### config.mk
export PLATFORM = sky130hd
export DESIGN_NAME = ex_mem_muldiv
export DESIGN_NICKNAME = d
export VERILOG_FILES = /design/src/rtl/ex_mem_muldiv.sv
export SDC_FILE = /design/constraint.sdc
export NUM_CORES = 1
export LEC_CHECK = 0
export BUFFER_PORTS_ARGS = -buffer_cell sky130_fd_sc_hd__buf_2
export CAP_MARGIN = 5
export CORE_MARGIN = 4
export CORE_UTILIZATION = 52
export DETAILED_ROUTE_END_ITERATION = 6
export PLACE_DENSITY = 0.82
export SETUP_SLACK_MARGIN = 0.5
export SLEW_MARGIN = 20
export SYNTH_ARGS = -nofsm -noshare
export SYNTH_HDL_FRONTEND = slang
export SYNTH_SLANG_ARGS = --single-unit
### constraint.sdc
create_clock -name clk -period 3.4 [get_ports clk]
set_clock_uncertainty 0.15 [all_clocks]
set_input_delay 0.68 -clock clk [delete_from_list [all_inputs] [get_ports clk]]
set_output_delay 0.68 -clock clk [all_outputs]
set_load 0.1 [all_outputs]
### src/rtl/ex_mem_muldiv.sv
// ============================================================================
// ex_mem_muldiv
// ----------------------------------------------------------------------------
// EX/MEM pipeline latch for the MIPS pipeline. It adds an iterative unsigned
// multiply/divide unit beside the single-cycle ALU path.
//
// Single-cycle ALU results go through the latch with one cycle of latency.
// MULTU, DIVU and REMU each take LEN_DATA iterations. While one of them runs,
// `stall` holds the upstream stages and bubbles are sent toward MEM.
//
// Whenever out_valid is low, every out_* field is driven to zero. A bubble
// therefore never carries stale data or stale control.
//
// Parameters
//   LEN_DATA     datapath width (even, >= 4)
//   NUM_BITS     register-address width
//   LEN_WB_BUS   write-back control bus width
//   LEN_MEM_BUS  memory control bus width
//
// Ports
//   clk              clock, all state changes on the rising edge
//   reset            synchronous, active-high reset
//   in_valid         an instruction is present in EX this cycle
//   in_md_op         00 pass ALU, 01 MULTU low half, 10 DIVU quotient,
//                    11 REMU remainder
//   in_alu_result    single-cycle ALU result
//   in_a / in_b      mul/div operands (dividend/multiplicand, divisor/multiplier)
//   in_write_reg     destination register
//   in_reg2          store data
//   in_mem_bus       memory control
//   in_wb_bus        write-back control
//   flush            kill the instruction in EX, or abort a running mul/div
//   stall            high exactly while the unit is BUSY
//   out_valid        the output registers hold a valid instruction
//   out_result       ALU or mul/div result
//   out_reg2         latched store data
//   out_write_reg    latched destination register
//   out_mem_bus      latched memory control
//   out_wb_bus       latched write-back control
//   out_busy_cycles  saturating count of stall cycles since reset
// ============================================================================
module ex_mem_muldiv #(
   parameter int LEN_DATA    = 32,
   parameter int NUM_BITS    = 5,
   parameter int LEN_WB_BUS  = 2,
   parameter int LEN_MEM_BUS = 9
) (
   input  logic                   clk,
   input  logic                   reset,
   input  logic                   in_valid,
   input  logic [1:0]             in_md_op,
   input  logic [LEN_DATA-1:0]    in_alu_result,
   input  logic [LEN_DATA-1:0]    in_a,
   input  logic [LEN_DATA-1:0]    in_b,
   input  logic [NUM_BITS-1:0]    in_write_reg,
   input  logic [LEN_DATA-1:0]    in_reg2,
   input  logic [LEN_MEM_BUS-1:0] in_mem_bus,
   input  logic [LEN_WB_BUS-1:0]  in_wb_bus,
   input  logic                   flush,
   output logic                   stall,
   output logic                   out_valid,
   output logic [LEN_DATA-1:0]    out_result,
   output logic [LEN_DATA-1:0]    out_reg2,
   output logic [NUM_BITS-1:0]    out_write_reg,
   output logic [LEN_MEM_BUS-1:0] out_mem_bus,
   output logic [LEN_WB_BUS-1:0]  out_wb_bus,
   output logic [15:0]            out_busy_cycles
);

   localparam int CNT_W = $clog2(LEN_DATA + 1);

   localparam logic [1:0] OP_PASS = 2'b00;
   localparam logic [1:0] OP_MULU = 2'b01;
   localparam logic [1:0] OP_DIVU = 2'b10;
   localparam logic [1:0] OP_REMU = 2'b11;

   typedef enum logic {
      IDLE = 1'b0,
      BUSY = 1'b1
   } state_t;

   state_t state;
   state_t state_next;

   logic [CNT_W-1:0]       count;
   logic [1:0]             op_q;

   // Shared iteration registers. The multiplier and the divider use them in
   // different roles.
   //   acc_q : running product (MULTU) or partial remainder (DIVU/REMU)
   //   opa_q : multiplicand shifted left (MULTU), or dividend bits shifted
   //           out while quotient bits shift in (DIVU/REMU)
   //   opb_q : multiplier shifted right (MULTU) or fixed divisor (DIVU/REMU)
   logic [LEN_DATA-1:0]    acc_q;
   logic [LEN_DATA-1:0]    opa_q;
   logic [LEN_DATA-1:0]    opb_q;

   logic [NUM_BITS-1:0]    write_reg_q;
   logic [LEN_DATA-1:0]    reg2_q;
   logic [LEN_MEM_BUS-1:0] mem_bus_q;
   logic [LEN_WB_BUS-1:0]  wb_bus_q;

   logic [LEN_DATA-1:0]    mul_acc_next;
   logic [LEN_DATA:0]      rem_shift;
   logic [LEN_DATA:0]      rem_diff;
   logic                   div_fits;
   logic [LEN_DATA-1:0]    rem_next;
   logic [LEN_DATA-1:0]    quo_next;
   logic [LEN_DATA-1:0]    final_result;
   logic                   last_iter;
   logic                   accept;

   assign stall     = (state == BUSY);
   assign last_iter = (count == CNT_W'(1));
   assign accept    = in_valid && !flush;

   // One step of shift-add multiplication and one step of restoring division.
   // Both are computed every cycle, and op_q selects which one is kept.
   //
   // For division, the partial remainder is shifted left and takes in the next
   // dividend bit. The bench then tries to subtract the divisor. The extra top
   // bit of rem_diff is a borrow flag, so "fits" means no borrow happened.
   //
   // A zero divisor always fits. This naturally produces an all-ones quotient
   // and a remainder equal to the dividend.
   always_comb begin
      mul_acc_next = opb_q[0] ? (acc_q + opa_q) : acc_q;
      rem_shift    = {acc_q, opa_q[LEN_DATA-1]};
      rem_diff     = rem_shift - {1'b0, opb_q};
      div_fits     = ~rem_diff[LEN_DATA];
      rem_next     = div_fits ? rem_diff[LEN_DATA-1:0] : rem_shift[LEN_DATA-1:0];
      quo_next     = {opa_q[LEN_DATA-2:0], div_fits};
      case (op_q)
         OP_MULU: final_result = mul_acc_next;
         OP_DIVU: final_result = quo_next;
         OP_REMU: final_result = rem_next;
         default: final_result = '0;
      endcase
   end

   // State register. Reset wins over everything else.
   always_ff @(posedge clk) begin
      if (reset) begin
         state <= IDLE;
      end else begin
         state <= state_next;
      end
   end

   // Next-state logic.
   // A mul/div op that is accepted in IDLE enters BUSY. BUSY ends when the
   // last iteration completes, or at once on a flush.
   always_comb begin
      state_next = state;
      case (state)
         IDLE: begin
            if (accept && (in_md_op != OP_PASS)) begin
               state_next = BUSY;
            end
         end
         BUSY: begin
            if (flush || last_iter) begin
               state_next = IDLE;
            end
         end
         default: state_next = IDLE;
      endcase
   end

   // Datapath and output latch.
   //
   // Every cycle starts from an all-zero bubble on the outputs. Two cases
   // override it:
   //   - an accepted pass-through instruction, written in IDLE;
   //   - the last iteration of a mul/div, written in BUSY.
   //
   // A mul/div op is captured whole on its accept edge: the operands and the
   // fields it must later write back. This is needed because upstream may
   // change the inputs once the op has left EX.
   always_ff @(posedge clk) begin
      if (reset) begin
         count         <= '0;
         op_q          <= OP_PASS;
         acc_q         <= '0;
         opa_q         <= '0;
         opb_q         <= '0;
         write_reg_q   <= '0;
         reg2_q        <= '0;
         mem_bus_q     <= '0;
         wb_bus_q      <= '0;
         out_valid     <= 1'b0;
         out_result    <= '0;
         out_reg2      <= '0;
         out_write_reg <= '0;
         out_mem_bus   <= '0;
         out_wb_bus    <= '0;
      end else begin
         out_valid     <= 1'b0;
         out_result    <= '0;
         out_reg2      <= '0;
         out_write_reg <= '0;
         out_mem_bus   <= '0;
         out_wb_bus    <= '0;
         case (state)
            IDLE: begin
               if (accept) begin
                  if (in_md_op == OP_PASS) begin
                     out_valid     <= 1'b1;
                     out_result    <= in_alu_result;
                     out_reg2      <= in_reg2;
                     out_write_reg <= in_write_reg;
                     out_mem_bus   <= in_mem_bus;
                     out_wb_bus    <= in_wb_bus;
                  end else begin
                     op_q        <= in_md_op;
                     count       <= CNT_W'(LEN_DATA);
                     acc_q       <= '0;
                     opa_q       <= in_a;
                     opb_q       <= in_b;
                     write_reg_q <= in_write_reg;
                     reg2_q      <= in_reg2;
                     mem_bus_q   <= in_mem_bus;
                     wb_bus_q    <= in_wb_bus;
                  end
               end
            end
            BUSY: begin
               if (flush) begin
                  count <= '0;
               end else begin
                  count <= count - CNT_W'(1);
                  if (op_q == OP_MULU) begin
                     acc_q <= mul_acc_next;
                     opa_q <= {opa_q[LEN_DATA-2:0], 1'b0};
                     opb_q <= {1'b0, opb_q[LEN_DATA-1:1]};
                  end else begin
                     acc_q <= rem_next;
                     opa_q <= quo_next;
                  end
                  if (last_iter) begin
                     out_valid     <= 1'b1;
                     out_result    <= final_result;
                     out_reg2      <= reg2_q;
                     out_write_reg <= write_reg_q;
                     out_mem_bus   <= mem_bus_q;
                     out_wb_bus    <= wb_bus_q;
                  end
               end
            end
            default: begin
               count <= '0;
            end
         endcase
      end
   end

   // Performance counter. It counts each cycle that stall is high, and stops
   // at all ones instead of wrapping.
   always_ff @(posedge clk) begin
      if (reset) begin
         out_busy_cycles <= '0;
      end else if (stall && (out_busy_cycles != 16'hFFFF)) begin
         out_busy_cycles <= out_busy_cycles + 16'd1;
      end
   end

endmodule

After elaboration in Yosys (flattened, before gate mapping)
Index checks and enable logic that the tools add are counted.
Widths: inputs -> output; s select.
{ "op_classes": {"add_sub_neg": 4, "eq_ne": 9, "reduce_logical": 11, "n_mux": 55, "bitwise": 3} }
{ "ops": {"columns": ["operator", "count"], "rows": [
  ["$mux 32", 21],
  ["$pmux 32 s2", 5],
  ["$pmux 32 s3", 1],
  ["$mux 9", 4],
  ["$sub 33x32->33", 1],
  ["$add 32x32->32", 1],
  ["$mux 5", 4],
  ["$mux 6", 3],
  ["$pmux 9 s2", 1],
  ["$add 16x1->16 const B", 1],
  ["$ne 16x16->1 const B", 1],
  ["$pmux 6 s2", 1],
  ["$pmux 5 s2", 1],
  ["$mux 2", 4],
  ["$mux 1", 7],
  ["$eq 6x1->1 const B", 1],
  ["$ne 2x2->1 const B", 3],
  ["$reduce_and 3->1", 2],
  ["$sub 6x1->6 const B", 1],
  ["$eq 2x2->1 const B", 2],
  ["$pmux 1 s2", 2],
  ["$pmux 2 s2", 1],
  ["$reduce_and 4->1", 1],
  ["$logic_and 1x1->1", 3],
  ["8 further kinds", 10]
]} }
{ "totals": {"ff_bits": 250, "out_inout_bits": 98, "in_bits": 150, "wordCells": 99} }

Depth between registers and ports, before layout
Gate-level depths: netlist of the first run.
{ "depth": {"word_depth": 6, "mapped_depth": 15, "depth_no_buf": 13} }

Worst setup path after synthesis of the first run
Ideal clock, no wire load.
{ "synth_timing": {"path_kind": "flip-flop to flip-flop", "start": "register opa_q[31]", "end": "register acc_q[12]", "path_buffers": 2, "t_arrival_ps": 3050, "path_stages_with_launch": 15, "path_slack_ps": 83, "path_cell_list": "dfxtp_1 > inv_1 > ha_1 > fa_1 > nor2b_1 > o2111ai_1 > a31oi_1 > a21o_1 > a2111oi_2 > a211oi_4 > buf_6 > buf_4 > mux2i_1 > nand2_1 > a32o_1"} }
{ "synth_between": {"elab_chain_len": 5} }
{ "synth_lines": {"columns": ["element", "line_no", "rtl"], "rows": [
  ["start: declaration", "95", "logic [LEN_DATA-1:0] opa_q;"],
  ["start signal: assignment", "218", "opa_q <= in_a;"],
  ["start signal: assignment", "234", "opa_q <= {opa_q[LEN_DATA-2:0], 1'b0};"],
  ["start signal: assignment", "238", "opa_q <= quo_next;"],
  ["$sub 33x32->33", "129", "rem_diff = rem_shift - {1'b0, opb_q};"],
  ["$mux 32", "131", "rem_next = div_fits ? rem_diff[LEN_DATA-1:0] : rem_shift[LEN_DATA-1:0];"],
  ["$mux 32", "232", "if (op_q == OP_MULU) begin"],
  ["$mux 32", "228", "if (flush) begin"],
  ["$pmux 32 s2", "204", "case (state)"],
  ["end signal: assignment", "233", "acc_q <= mul_acc_next;"],
  ["end signal: assignment", "237", "acc_q <= rem_next;"],
  ["end: declaration", "94", "logic [LEN_DATA-1:0] acc_q;"]
]} }
No other way between the ends. The select of a mux whose other input is x is not followed.
A chain may end at the register's enable or synchronous reset.

Worst setup path after layout of the first run
{ "layout_timing": {"start": "register opb_q[30]", "end": "register acc_q[28]"} }
{ "layout_between": {"elab_chain_len": 5} }
{ "layout_lines": {"columns": ["element", "line_no", "rtl"], "rows": [
  ["start: declaration", "96", "logic [LEN_DATA-1:0] opb_q;"],
  ["start signal: assignment", "219", "opb_q <= in_b;"],
  ["start signal: assignment", "235", "opb_q <= {1'b0, opb_q[LEN_DATA-1:1]};"],
  ["$sub 33x32->33", "129", null],
  ["$mux 32", "131", null],
  ["$mux 32", "232", null],
  ["$mux 32", "228", null],
  ["$pmux 32 s2", "204", null]
]} }
No other way between the ends. The select of a mux whose other input is x is not followed.

==> results of run 1 <==
logic make-up (layout without fill, tap and decap cells):
kind of cell               count (synthesis)  after routing  share of synthesized area (%)
AOI/OAI and AO/OA                        555            555                           26.1
xor gates and xnor gates                  59             59                           3.63
adders and majority gates                 68             68                           6.08
buffers and inverters                    177            481                           4.79
DFF                                      250            250                           35.1
muxes                                    113            113                           8.05
other                                      0              3                              0
and+or+nand+nor                          538            538                           16.2
layout make-up:
class                   instances  area [um^2]
multi-input cells            1333         9670
fillers                      1976         8170
flip-flops and latches        250         5060
repair buffers                374         2480
clock buffers                  35          756
well taps                     341          427
inverters                      57          214
clock inverters                15          174
diodes                          3         7.51
cells in the final DEF, fill, tap and decap left out, types with 9 or more instances in the layout:
cell type	synthesis	routed
sky130_fd_sc_hd__a211oi_1	76	68
sky130_fd_sc_hd__a21o_1	34	34
sky130_fd_sc_hd__a21oi_1	157	136
sky130_fd_sc_hd__a21oi_2	0	17
sky130_fd_sc_hd__a22o_1	14	14
sky130_fd_sc_hd__a22oi_1	62	62
sky130_fd_sc_hd__a31oi_1	13	9
sky130_fd_sc_hd__and3_1	12	11
sky130_fd_sc_hd__buf_12	0	9
sky130_fd_sc_hd__buf_2	2	246
sky130_fd_sc_hd__buf_4	2	99
sky130_fd_sc_hd__buf_6	1	14
sky130_fd_sc_hd__clkbuf_16	0	27
sky130_fd_sc_hd__dfxtp_1	250	217
sky130_fd_sc_hd__dfxtp_2	0	26
sky130_fd_sc_hd__ha_1	66	44
sky130_fd_sc_hd__ha_4	0	17
sky130_fd_sc_hd__inv_1	57	56
sky130_fd_sc_hd__mux2i_1	101	80
sky130_fd_sc_hd__mux2i_4	0	14
sky130_fd_sc_hd__nand2_1	199	196
sky130_fd_sc_hd__nand2b_1	14	10
sky130_fd_sc_hd__nand3_1	25	20
sky130_fd_sc_hd__nand4_1	11	11
sky130_fd_sc_hd__nor2_1	209	201
sky130_fd_sc_hd__nor2b_1	13	12
sky130_fd_sc_hd__nor3_1	17	12
sky130_fd_sc_hd__o21a_1	16	16
sky130_fd_sc_hd__o21ai_0	52	38
sky130_fd_sc_hd__o21ai_1	22	22
sky130_fd_sc_hd__o21ai_2	0	13
sky130_fd_sc_hd__o21bai_1	14	12
sky130_fd_sc_hd__o22ai_1	15	14
sky130_fd_sc_hd__or3_1	14	14
sky130_fd_sc_hd__xnor2_1	35	32
sky130_fd_sc_hd__xor2_1	24	24
through the flow:
stage	hold WS [ns]	total power, mW	setup slack, ns	instance area (um^2)	std cells
after CTS	0.185	7.62	0.0694	18100	2387
final	0.211	7.77	-0.0113	18800	2408
after floorplan	0.287	4.00	0.214	14300	1760
after global routing	0.205	8.02	-0.0701	18800	2408
after detailed placement	0.300	4.41	-0.0496	16200	2306
after global placement	0.292	4.38	0.0450	16200	2306
power by group through the flow:
stage	Sequential [mW]	Combinational [mW]	Clock (mW)
after global routing	3.13	1.64	3.26
after global placement	3.17	1.21	0
after detailed placement	3.18	1.23	0
final	3.12	1.54	3.11
after floorplan	3.23	0.772	0
after CTS	3.11	1.38	3.12
worst min path at each step:
stage,startpoint,end,cells past startpoint
4_1_cts,in_alu_result[0],out_result[0],2
2_1_floorplan,mem_bus_q[0],mem_bus_q[0],2
3_5_place_dp,reg2_q[11],reg2_q[11],2
5_1_grt,in_alu_result[0],out_result[0],2
6_report,in_alu_result[0],out_result[0],2
3_3_place_gp,mem_bus_q[2],mem_bus_q[2],2
routing by layer:
layer / up-vias / GRT usage (%) / wire length, um
met5: - / 0 / 22
met3: 259 / 7.76 / 5820
met2: 1035 / 46.8 / 22100
met1: 7073 / 39.3 / 19800
met4: 4 / 12.8 / 2950
li1: 6938 / - / -
repair_timing:
action                     in CTS  in global routing
setup endpoints to repair      65                 65
setup buffers                  25                 18
gates cloned                    6                  0
gates resized for setup       131                105
pin swaps                      56                 54
==> flow_summary.yaml, run 1 <==
run_status:
  status: "finished with violations"
  violations: "design-rule violations, negative setup slack"
global_route:
  total_grt_usage_pct: 29.9
  grt_max_degree: 98
  wire_length_of_the_first_global_routing_pass_um: 75400
  number_of_global_route_vias_before_repair: 14300
  global_route.overflow_total: 0
  grt_antenna_before_repair: 5
logic_synthesis:
  syn_inst: 1760
  proportion_of_netlist_area_held_by_the_largest_area_contributor_pct: 35.1
  synth_async_sr_flop_share_pct: 0
  avgSynthCellArea_um2: 8.09
  largest_cells_by_area_after_synthesis: "sky130_fd_sc_hd__dfxtp_1 35%, sky130_fd_sc_hd__mux2i_1 7.1%, sky130_fd_sc_hd__ha_1 5.8%"
  ys_types: 70
  synth.most_common_cell: "sky130_fd_sc_hd__dfxtp_1"
  number_of_enable_flip_flop_cells_after_synthesis: 0
  dominantRegCellSynth: "sky130_fd_sc_hd__dfxtp_1"
  synth.largest_area_cell: "sky130_fd_sc_hd__dfxtp_1"
  yosysSeqAreaShare_pct: 35.1
  postSynthRegisterBits: 250
  yosysWarningCount: 0
  synth_common_cells: "250 x sky130_fd_sc_hd__dfxtp_1, 209 x sky130_fd_sc_hd__nor2_1, 199 x sky130_fd_sc_hd__nand2_1"
  synthesis.area_um2: 14200
  syn-num-nets: 1978
place:
  io_buffer_count: 247
  dp.final_hpwl_um: 32900
  routabilityCongestion: 0.943
drt:
  drt_pre_antenna_iters: 7
  routedWlPerCell_um: 21.0
  post_drt_via_cell_ratio: 6.36
  detailedRoute.firstIterationViolations: 1943
  detail_route.drc_violations: 2
  route.vias.total: 15300
  drt-total-wl_um: 50700
  final_antenna_net_count: 0
sta:
  timing.setup.tns_ns: -0.0113
  worstMarginPinSlew_ns: 1.14
  slew-limit-headroom_pct: 24.0
  final_number_of_hold_violating_endpoints: 0
  final-max-slew-violation-count: 0
  timing.final.setup_violations: 1
  final.period_utilization_pct: 100
  rsz0062_at_grt: "true"
  layout_setup_ws_ns: -0.0113
  final_period_minus_worst_setup_slack_ns: 3.41
  max_clock_freq_mhz: 293
power:
  irDropWorstVdd_mv: 0.446
  total_leakage_power_nw: 7.79
  p_sw_mw: 2.31
  clock_power_share_pct: 40.0
  power.share.combinational_pct: 19.9
  cell_internal_pwr_mw: 5.46
  cellPowerDensity_nw_per_um2: 413
  power.sequential.fraction_pct: 40.1
  switching_share_pct: 29.7
setup_path:
  cp.depth: 14
  timing.critical_path.cells: "inv_1 > ha_1 > inv_1 > o21bai_1 > a21oi_2 > mux2i_1 > o311ai_2 > a211oi_4 > buf_6 > buf_12 > buf_6 > mux2_4 > a32oi_1 > o21ai_1"
  timing.critical_path.from: "opb_q[30]"
  worst_path_max_delay_cell: "sky130_fd_sc_hd__dfxtp_1"
  cp_top_family: "compound AO/OA/AOI/OAI gates"
  regToRegSetupSlack_ns: -0.01
  critPathBufInv: 5
  worst_r2r_endpoint: "acc_q[28]"
  worst_setup_path_start_kind: "flip-flop"
  worst_setup_path_end_kind: "flip-flop"
  r2r-start: "opb_q[30]"
  critPathCapture: "acc_q[28]"
  critical_path.max_stage_delay_ns: 0.37
  critical_path_class: "flip-flop to flip-flop"
  timing.reg2reg.worst_path_depth: 14
  required_ns: 3.69
  crit_arrival_ns: 3.70
  crit_fanout: 6
cts:
  cts_buffer_depth: 3
  worst_skew_pair.late_latency_ns: 0.56
  cts.htree.levels: 1
  clock_buffers_created_by_tritoncts: 27
  clock-root-buffer: "sky130_fd_sc_hd__clkbuf_16"
  tritoncts_num_sinks: 250
  tritoncts_clock_tree: "yes"
  path_clk_slew_ns: 0.06
  number_of_buffers_inserted_for_hold_repair_after_clock_tree_synthesis: 0
floorplanning:
  core_area_um2: 27000
  die_width_um: 173
  start_util_pct: 52.8
  core.rowCount: 60
  die_footprint_um2: 30100
  io_pins: 248
  floorplan.die.height_um: 173
min_path:
  path_class_of_the_lowest_slack_min_delay_path: "primary input to flip-flop"
run:
  maxCapViolations: 0
finish:
  drive_gt1_share_pct: 30.5
  finalNetCount: 2261
  area_delta_synth_final_pct: 31.9
  final_util_pct: 69.7
Power figures use the tool's default switching activity.
==> run 2: changes to the inputs <==
--- a/config.mk
+++ b/config.mk
@@ -10,9 +10,11 @@
 export CORE_MARGIN = 4
 export CORE_UTILIZATION = 52
 export DETAILED_ROUTE_END_ITERATION = 6
-export PLACE_DENSITY = 0.82
+export HOLD_SLACK_MARGIN = 0.15
+export PLACE_DENSITY = 0.74
 export SETUP_SLACK_MARGIN = 0.5
 export SLEW_MARGIN = 20
 export SYNTH_ARGS = -nofsm -noshare
 export SYNTH_HDL_FRONTEND = slang
 export SYNTH_SLANG_ARGS = --single-unit
+export TNS_END_PERCENT = 1
==> flow_summary.yaml, run 2 (same netlist as run 1, synthesis figures left out) <==
cts:
  clock-root-buffer: "sky130_fd_sc_hd__clkbuf_16"
  cts_buffer_depth: 3
  clock_buffers_created_by_tritoncts: 28
  number_of_buffers_inserted_for_hold_repair_after_clock_tree_synthesis: 0
  tritoncts_num_sinks: 250
  tritoncts_clock_tree: "yes"
  path_clk_slew_ns: 0.07
  cts.htree.levels: 1
  worst_skew_pair.late_latency_ns: 0.55
global_route:
  grt_antenna_before_repair: 2
  global_route.overflow_total: 0
  number_of_global_route_vias_before_repair: 13700
  wire_length_of_the_first_global_routing_pass_um: 73400
  total_grt_usage_pct: 29.3
  grt_max_degree: 89
drt:
  routedWlPerCell_um: 19.3
  final_antenna_net_count: 0
  route.vias.total: 14500
  drt-total-wl_um: 47300
  post_drt_via_cell_ratio: 5.92
  drt_pre_antenna_iters: 5
  detailedRoute.firstIterationViolations: 1459
  detail_route.drc_violations: 0
place:
  routabilityCongestion: 0.979
  io_buffer_count: 247
  post-place-cells: 2373
  dp.final_hpwl_um: 33900
  place_ws_ns: -0.146
  detailed_place.area_um2: 16600
sta:
  worstMarginPinSlew_ns: 0.776
  timing.hold.ws_ns: 0.199
  final_period_minus_worst_setup_slack_ns: 3.31
  final_number_of_hold_violating_endpoints: 0
  max_clock_freq_mhz: 302
  layout_setup_ws_ns: 0.0929
  slew-limit-headroom_pct: 48.3
  final-max-slew-violation-count: 0
  rsz0062_at_grt: "true"
  timing.final.setup_violations: 0
  final.period_utilization_pct: 97.3
  timing.setup.tns_ns: 0
power:
  post-layout-total-power_mw: 7.88
  cellPowerDensity_nw_per_um2: 430
  irDropWorstVdd_mv: 0.418
  total_leakage_power_nw: 7.79
floorplanning:
  core_area_um2: 27000
  die_width_um: 173
  io_pins: 248
  die_footprint_um2: 30100
  floorplan.die.height_um: 173
  core.rowCount: 60
  start_util_pct: 52.8
finish:
  fin_area_um2: 18300
  final_util_pct: 68.0
  stdcell_count: 2450
  area_delta_synth_final_pct: 28.6
  drive_gt1_share_pct: 27.3
  mostFrequentLayoutCell: "sky130_fd_sc_hd__buf_2"
  layout_common_cells: "246 x sky130_fd_sc_hd__buf_2, 225 x sky130_fd_sc_hd__dfxtp_1, 205 x sky130_fd_sc_hd__nor2_1"
  finalNetCount: 2303
setup_path:
  timing.reg2reg.worst_path_depth: 14
  critPathCapture: "acc_q[11]"
  worst_setup_path_end_kind: "flip-flop"
  regToRegSetupSlack_ns: 0.09
  r2r-start: "opa_q[31]"
  required_ns: 3.69
  crit_arrival_ns: 3.60
  worst_setup_path_start_kind: "flip-flop"
  crit_fanout: 8
  timing.critical_path.from: "opa_q[31]"
  critical_path_class: "flip-flop to flip-flop"
  worst_r2r_endpoint: "acc_q[11]"
min_path:
  worst_hold_startpoint: "in_alu_result[0]"
  path_class_of_the_lowest_slack_min_delay_path: "primary input to flip-flop"
run_status:
  status: "finished, final reports clean"
run:
  maxCapViolations: 0
## run 2: changes by cell type in the layout (fill, tap and decap cells not counted), moves of 6 or more
| cell | before | now |
|---|---|---|
| sky130_fd_sc_hd__a21oi_1 | 136 | 154 |
| sky130_fd_sc_hd__ha_4 | 17 | 8 |
| sky130_fd_sc_hd__o21ai_2 | 13 | 7 |
| sky130_fd_sc_hd__buf_12 | 9 | 3 |
| sky130_fd_sc_hd__buf_6 | 14 | 5 |
| sky130_fd_sc_hd__dfxtp_1 | 217 | 225 |
| sky130_fd_sc_hd__ha_1 | 44 | 57 |
| sky130_fd_sc_hd__a21oi_2 | 17 | 2 |
| sky130_fd_sc_hd__buf_4 | 99 | 159 |
| sky130_fd_sc_hd__mux2i_1 | 80 | 90 |
| sky130_fd_sc_hd__mux2i_4 | 14 | 3 |
| sky130_fd_sc_hd__o21ai_0 | 38 | 45 |
## run 2: critical path, cell delays in order, from the launching register on
cell and delay, ns:
sky130_fd_sc_hd__dfxtp_2 0.33, sky130_fd_sc_hd__inv_2 0.05, sky130_fd_sc_hd__ha_4 0.16, sky130_fd_sc_hd__fa_2 0.34, sky130_fd_sc_hd__nor2b_2 0.15, sky130_fd_sc_hd__o2111ai_2 0.14
sky130_fd_sc_hd__a31oi_2 0.23, sky130_fd_sc_hd__a21o_1 0.25, sky130_fd_sc_hd__a2111oi_4 0.11, sky130_fd_sc_hd__a211oi_4 0.26, sky130_fd_sc_hd__buf_6 0.21, sky130_fd_sc_hd__clkbuf_16 0.18
sky130_fd_sc_hd__mux2i_2 0.24, sky130_fd_sc_hd__nand2_1 0.10, sky130_fd_sc_hd__a32o_1 0.28
## run 2: where the power goes
part | internal (mW) | switching, mW | leakage (nW) | total (mW)
Clock | 2.05 | 1.29 | 0.491 | 3.34
Sequential | 3.03 | 0.0876 | 2.04 | 3.12
Combinational | 0.574 | 0.844 | 5.26 | 1.42
Total | 5.66 | 2.22 | 7.79 | 7.88
## run 2: layout make-up
cell class                      count  area, um^2
Clock inverter                     13         209
Tap cell                          341         427
Clock buffer                       39         813
Fill cell                        2223        8630
Antenna cell                        2        5.00
Multi-Input combinational cell   1333        9010
Timing Repair Buffer              415        2590
Inverter                           57         214
Sequential cell                   250        5040
## run 2: what timing repair did
item,in CTS,in global routing
cloned,1,1
endpoints found under the setup margin,66,66
buffers inserted,21,0
resized for setup,71,35
pin swaps,29,15
hold endpoints to repair,0,0
## run 2: worst min-delay path by stage
stage,to,depth (start not counted),slack (ns)
after detailed placement,reg2_q[28],2,0.30
after CTS,out_result[0],2,0.19
final,out_result[0],2,0.20
after global placement,reg2_q[26],2,0.29
after floorplan,mem_bus_q[0],2,0.29
after global routing,out_result[0],2,0.20
## run 2: metal layers
metal	track usage, %	part of all wire [%]	routed length (um)
met3	6.80	9.2	4340
met2	45.8	44	20900
met4	7.65	2.5	1190
met5	0	0	0
met1	41.0	44	20800
==> run 3: changes to the inputs <==
--- a/config.mk
+++ b/config.mk
@@ -5,11 +5,13 @@
 export SDC_FILE = /design/constraint.sdc
 export NUM_CORES = 1
 export LEC_CHECK = 0
+export ABC_AREA = 1
 export BUFFER_PORTS_ARGS = -buffer_cell sky130_fd_sc_hd__buf_2
 export CAP_MARGIN = 5
 export CORE_MARGIN = 4
-export CORE_UTILIZATION = 52
+export CORE_UTILIZATION = 53
 export DETAILED_ROUTE_END_ITERATION = 6
+export GPL_TIMING_DRIVEN = 0
 export HOLD_SLACK_MARGIN = 0.15
 export PLACE_DENSITY = 0.74
 export SETUP_SLACK_MARGIN = 0.5
==> flow_summary.yaml, run 3 <==
logic_synthesis:
  largest_cells_by_area_after_synthesis: "sky130_fd_sc_hd__dfxtp_1 31%, sky130_fd_sc_hd__nand2_1 21%, sky130_fd_sc_hd__inv_1 7.4%"
  avgSynthCellArea_um2: 6.06
  ys_types: 51
  yosysSeqAreaShare_pct: 30.8
  synth_common_cells: "895 x sky130_fd_sc_hd__nand2_1, 322 x sky130_fd_sc_hd__inv_1, 250 x sky130_fd_sc_hd__dfxtp_1"
  synth.most_common_cell: "sky130_fd_sc_hd__nand2_1"
  syn_inst: 2685
  postSynthRegisterBits: 250
  yosysWarningCount: 0
  synth.largest_area_cell: "sky130_fd_sc_hd__dfxtp_1"
  synthesis.area_um2: 16300
  number_of_enable_flip_flop_cells_after_synthesis: 0
  proportion_of_netlist_area_held_by_the_largest_area_contributor_pct: 30.8
  synth_async_sr_flop_share_pct: 0
  dominantRegCellSynth: "sky130_fd_sc_hd__dfxtp_1"
  syn-num-nets: 2903
finish:
  stdcell_count: 3380
  layout.area.seq_um2: 5040
  multi_input_area_um2: 9640
  final_util_pct: 64.1
  drive_gt1_share_pct: 15.8
  area_delta_synth_final_pct: 18.0
  layout.filler_cells: 2845
  mostFrequentLayoutCell: "sky130_fd_sc_hd__nand2_1"
  layout_common_cells: "874 x sky130_fd_sc_hd__nand2_1, 322 x sky130_fd_sc_hd__inv_1, 261 x sky130_fd_sc_hd__buf_2"
  finalNetCount: 3185
floorplanning:
  start_util_pct: 54.3
  die_width_um: 183
  core_area_um2: 30000
  floorplan.die.height_um: 183
  die_footprint_um2: 33600
  core.rowCount: 63
  io_pins: 248
drt:
  final_antenna_net_count: 0
  routedWlPerCell_um: 19.1
  detail_route.drc_violations: 0
  detailroute.wirelength.met3_um: 5480
  post_drt_via_cell_ratio: 5.57
  wl_met1_um: 25500
  routed-wl-met2_um: 29500
  drt_pre_antenna_iters: 7
  route.vias.total: 18800
  highest_layer: "met4"
  drt-total-wl_um: 64500
  detailedRoute.firstIterationViolations: 1843
power:
  irDropWorstVdd_mv: 0.455
  total_leakage_power_nw: 9.41
  post-layout-total-power_mw: 8.03
  cellPowerDensity_nw_per_um2: 418
cts:
  cts_buffer_depth: 3
  worst_skew_pair.late_latency_ns: 0.60
  cts.htree.levels: 1
  tritoncts_clock_tree: "yes"
  tritoncts_num_sinks: 250
  clock-root-buffer: "sky130_fd_sc_hd__clkbuf_16"
  path_clk_slew_ns: 0.06
  clock_buffers_created_by_tritoncts: 28
min_path:
  timing.hold.worst_endpoint: "write_reg_q[2]"
  path_class_of_the_lowest_slack_min_delay_path: "primary input to flip-flop"
  whs_path_depth: 3
  worst_hold_startpoint: "in_write_reg[2]"
setup_path:
  worst_path_max_delay_cell: "sky130_fd_sc_hd__dfxtp_4"
  critical_path.max_stage_delay_ns: 0.37
  r2r-start: "opa_q[31]"
  worst_setup_path_start_kind: "flip-flop"
  timing.critical_path.cells: "inv_1 > ha_2 > fa_2 > inv_1 > nand2_1 > nand2_2 > nand3_1 > nand2_2 > nand2_2 > nand2_4 > nand2_4 > nand2_4 > nand2_1 > nand2_2 > buf_8 > nand2_1 > nand3_1 > nand2_1 > nand2_2 > a21oi_1"
  critPathBufInv: 3
  cp_top_family: "simple AND/OR/NAND/NOR gates"
  timing.reg2reg.worst_path_depth: 20
  crit_fanout: 10
  crit_arrival_ns: 3.12
  most_prevalent_standard_cell_on_the_critical_path: "sky130_fd_sc_hd__nand2_2"
  worst_r2r_endpoint: "out_result[17]"
  worst_setup_path_end_kind: "flip-flop"
  required_ns: 3.66
  regToRegSetupSlack_ns: 0.53
  critical_path_class: "flip-flop to flip-flop"
place:
  io_buffer_count: 247
  place_ws_ns: 0.330
  dp.final_hpwl_um: 51300
  routabilityCongestion: 1.06
  post-place-cells: 3322
run_status:
  status: "finished, final reports clean"
sta:
  layout_setup_ws_ns: 0.532
  final-max-slew-violation-count: 0
  timing.final.setup_violations: 0
  worstMarginPinSlew_ns: 1.08
  max_clock_freq_mhz: 349
  rsz0062_at_grt: "true"
  slew-limit-headroom_pct: 27.4
  final_period_minus_worst_setup_slack_ns: 2.87
  timing.setup.tns_ns: 0
  final.period_utilization_pct: 84.4
  final_number_of_hold_violating_endpoints: 0
global_route:
  global_route.overflow_total: 0
  number_of_global_route_vias_before_repair: 17700
  grt_antenna_before_repair: 1
  total_grt_usage_pct: 36.7
  wire_length_of_the_first_global_routing_pass_um: 97800
  grt_max_degree: 17
run:
  maxCapViolations: 0
==> run 3: timing repair <==
| item | in CTS | in global routing |
|---|---|---|
| gates resized for setup | 13 | 69 |
| setup endpoints to repair | 39 | 49 |
| pin swaps | 1 | 5 |
| buffers inserted | 2 | 3 |
| hold buffers | 0 | 0 |
==> run 3: worst max-delay path by stage <==
| stage | from | endpoint | slack (ns) | cells after the start |
|---|---|---|---|---|
| 6_report | opa_q[31] | out_result[17] | 0.53 | 20 |
| 5_1_grt | opa_q[31] | out_result[9] | 0.46 | 21 |
| 4_1_cts | opa_q[31] | out_result[19] | 0.48 | 20 |
| 3_5_place_dp | opa_q[31] | out_result[19] | 0.33 | 20 |
| 3_3_place_gp | opa_q[31] | out_result[19] | 0.35 | 20 |
| 2_1_floorplan | out_busy_cycles[1] | out_busy_cycles[15] | 0.50 | 11 |
==> run 3: cell type report <==
cell class	instances	share of cell area [%]
antenna	1	0.0130
buffer	116	2.77
clock buffer	42	4.39
clock inverter	10	0.606
inverter	336	6.57
multi-input combinational	1983	50.2
sequential	250	26.3
tap	390	2.54
timing repair buffer	252	6.70
==> run 3: cell families after synthesis <==
kind of cell    synth area share, %
simple gates                   35.1
compound gates                 17.1
buf+inv                        10.9
flops                          30.8
fa+ha+maj                      5.32
xor+xnor                      0.861
==> run 3: per-layer routing <==
layer | vias up | GRT usage, %
met5 | - | 0
met4 | 0 | 19.8
met3 | 203 | 5.89
met2 | 989 | 60.5
met1 | 8523 | 46.2
li1 | 9108 | -
==> run 3: worst register-to-register path, stage by stage, from the launching register on <==
cell                      delay, ns
sky130_fd_sc_hd__dfxtp_4       0.37
sky130_fd_sc_hd__inv_1         0.07
sky130_fd_sc_hd__ha_2          0.20
sky130_fd_sc_hd__fa_2          0.35
sky130_fd_sc_hd__inv_1         0.06
sky130_fd_sc_hd__nand2_1       0.05
sky130_fd_sc_hd__nand2_2       0.07
sky130_fd_sc_hd__nand3_1       0.09
sky130_fd_sc_hd__nand2_2       0.12
sky130_fd_sc_hd__nand2_2       0.07
sky130_fd_sc_hd__nand2_4       0.08
sky130_fd_sc_hd__nand2_4       0.07
sky130_fd_sc_hd__nand2_4       0.08
sky130_fd_sc_hd__nand2_1       0.06
sky130_fd_sc_hd__nand2_2       0.14
sky130_fd_sc_hd__buf_8         0.17
sky130_fd_sc_hd__nand2_1       0.08
sky130_fd_sc_hd__nand3_1       0.08
sky130_fd_sc_hd__nand2_1       0.16
sky130_fd_sc_hd__nand2_2       0.14
sky130_fd_sc_hd__a21oi_1       0.07
==> run 3: metrics by stage <==
stage / instance area [um^2] / hold WS, ns
after floorplan: 16300 / 0.287
after global placement: 18000 / 0.295
after detailed placement: 18000 / 0.298
after CTS: 19000 / 0.163
after global routing: 19200 / 0.199
final: 19200 / 0.174
==> run 3: power by group <==
group	total, mW	internal [mW]	switching, mW	leakage [nW]
Clock	3.12	1.80	1.32	0.466
Sequential	3.16	3.05	0.104	2.05
Combinational	1.75	0.535	1.22	6.89
Total	8.03	5.39	2.64	9.41
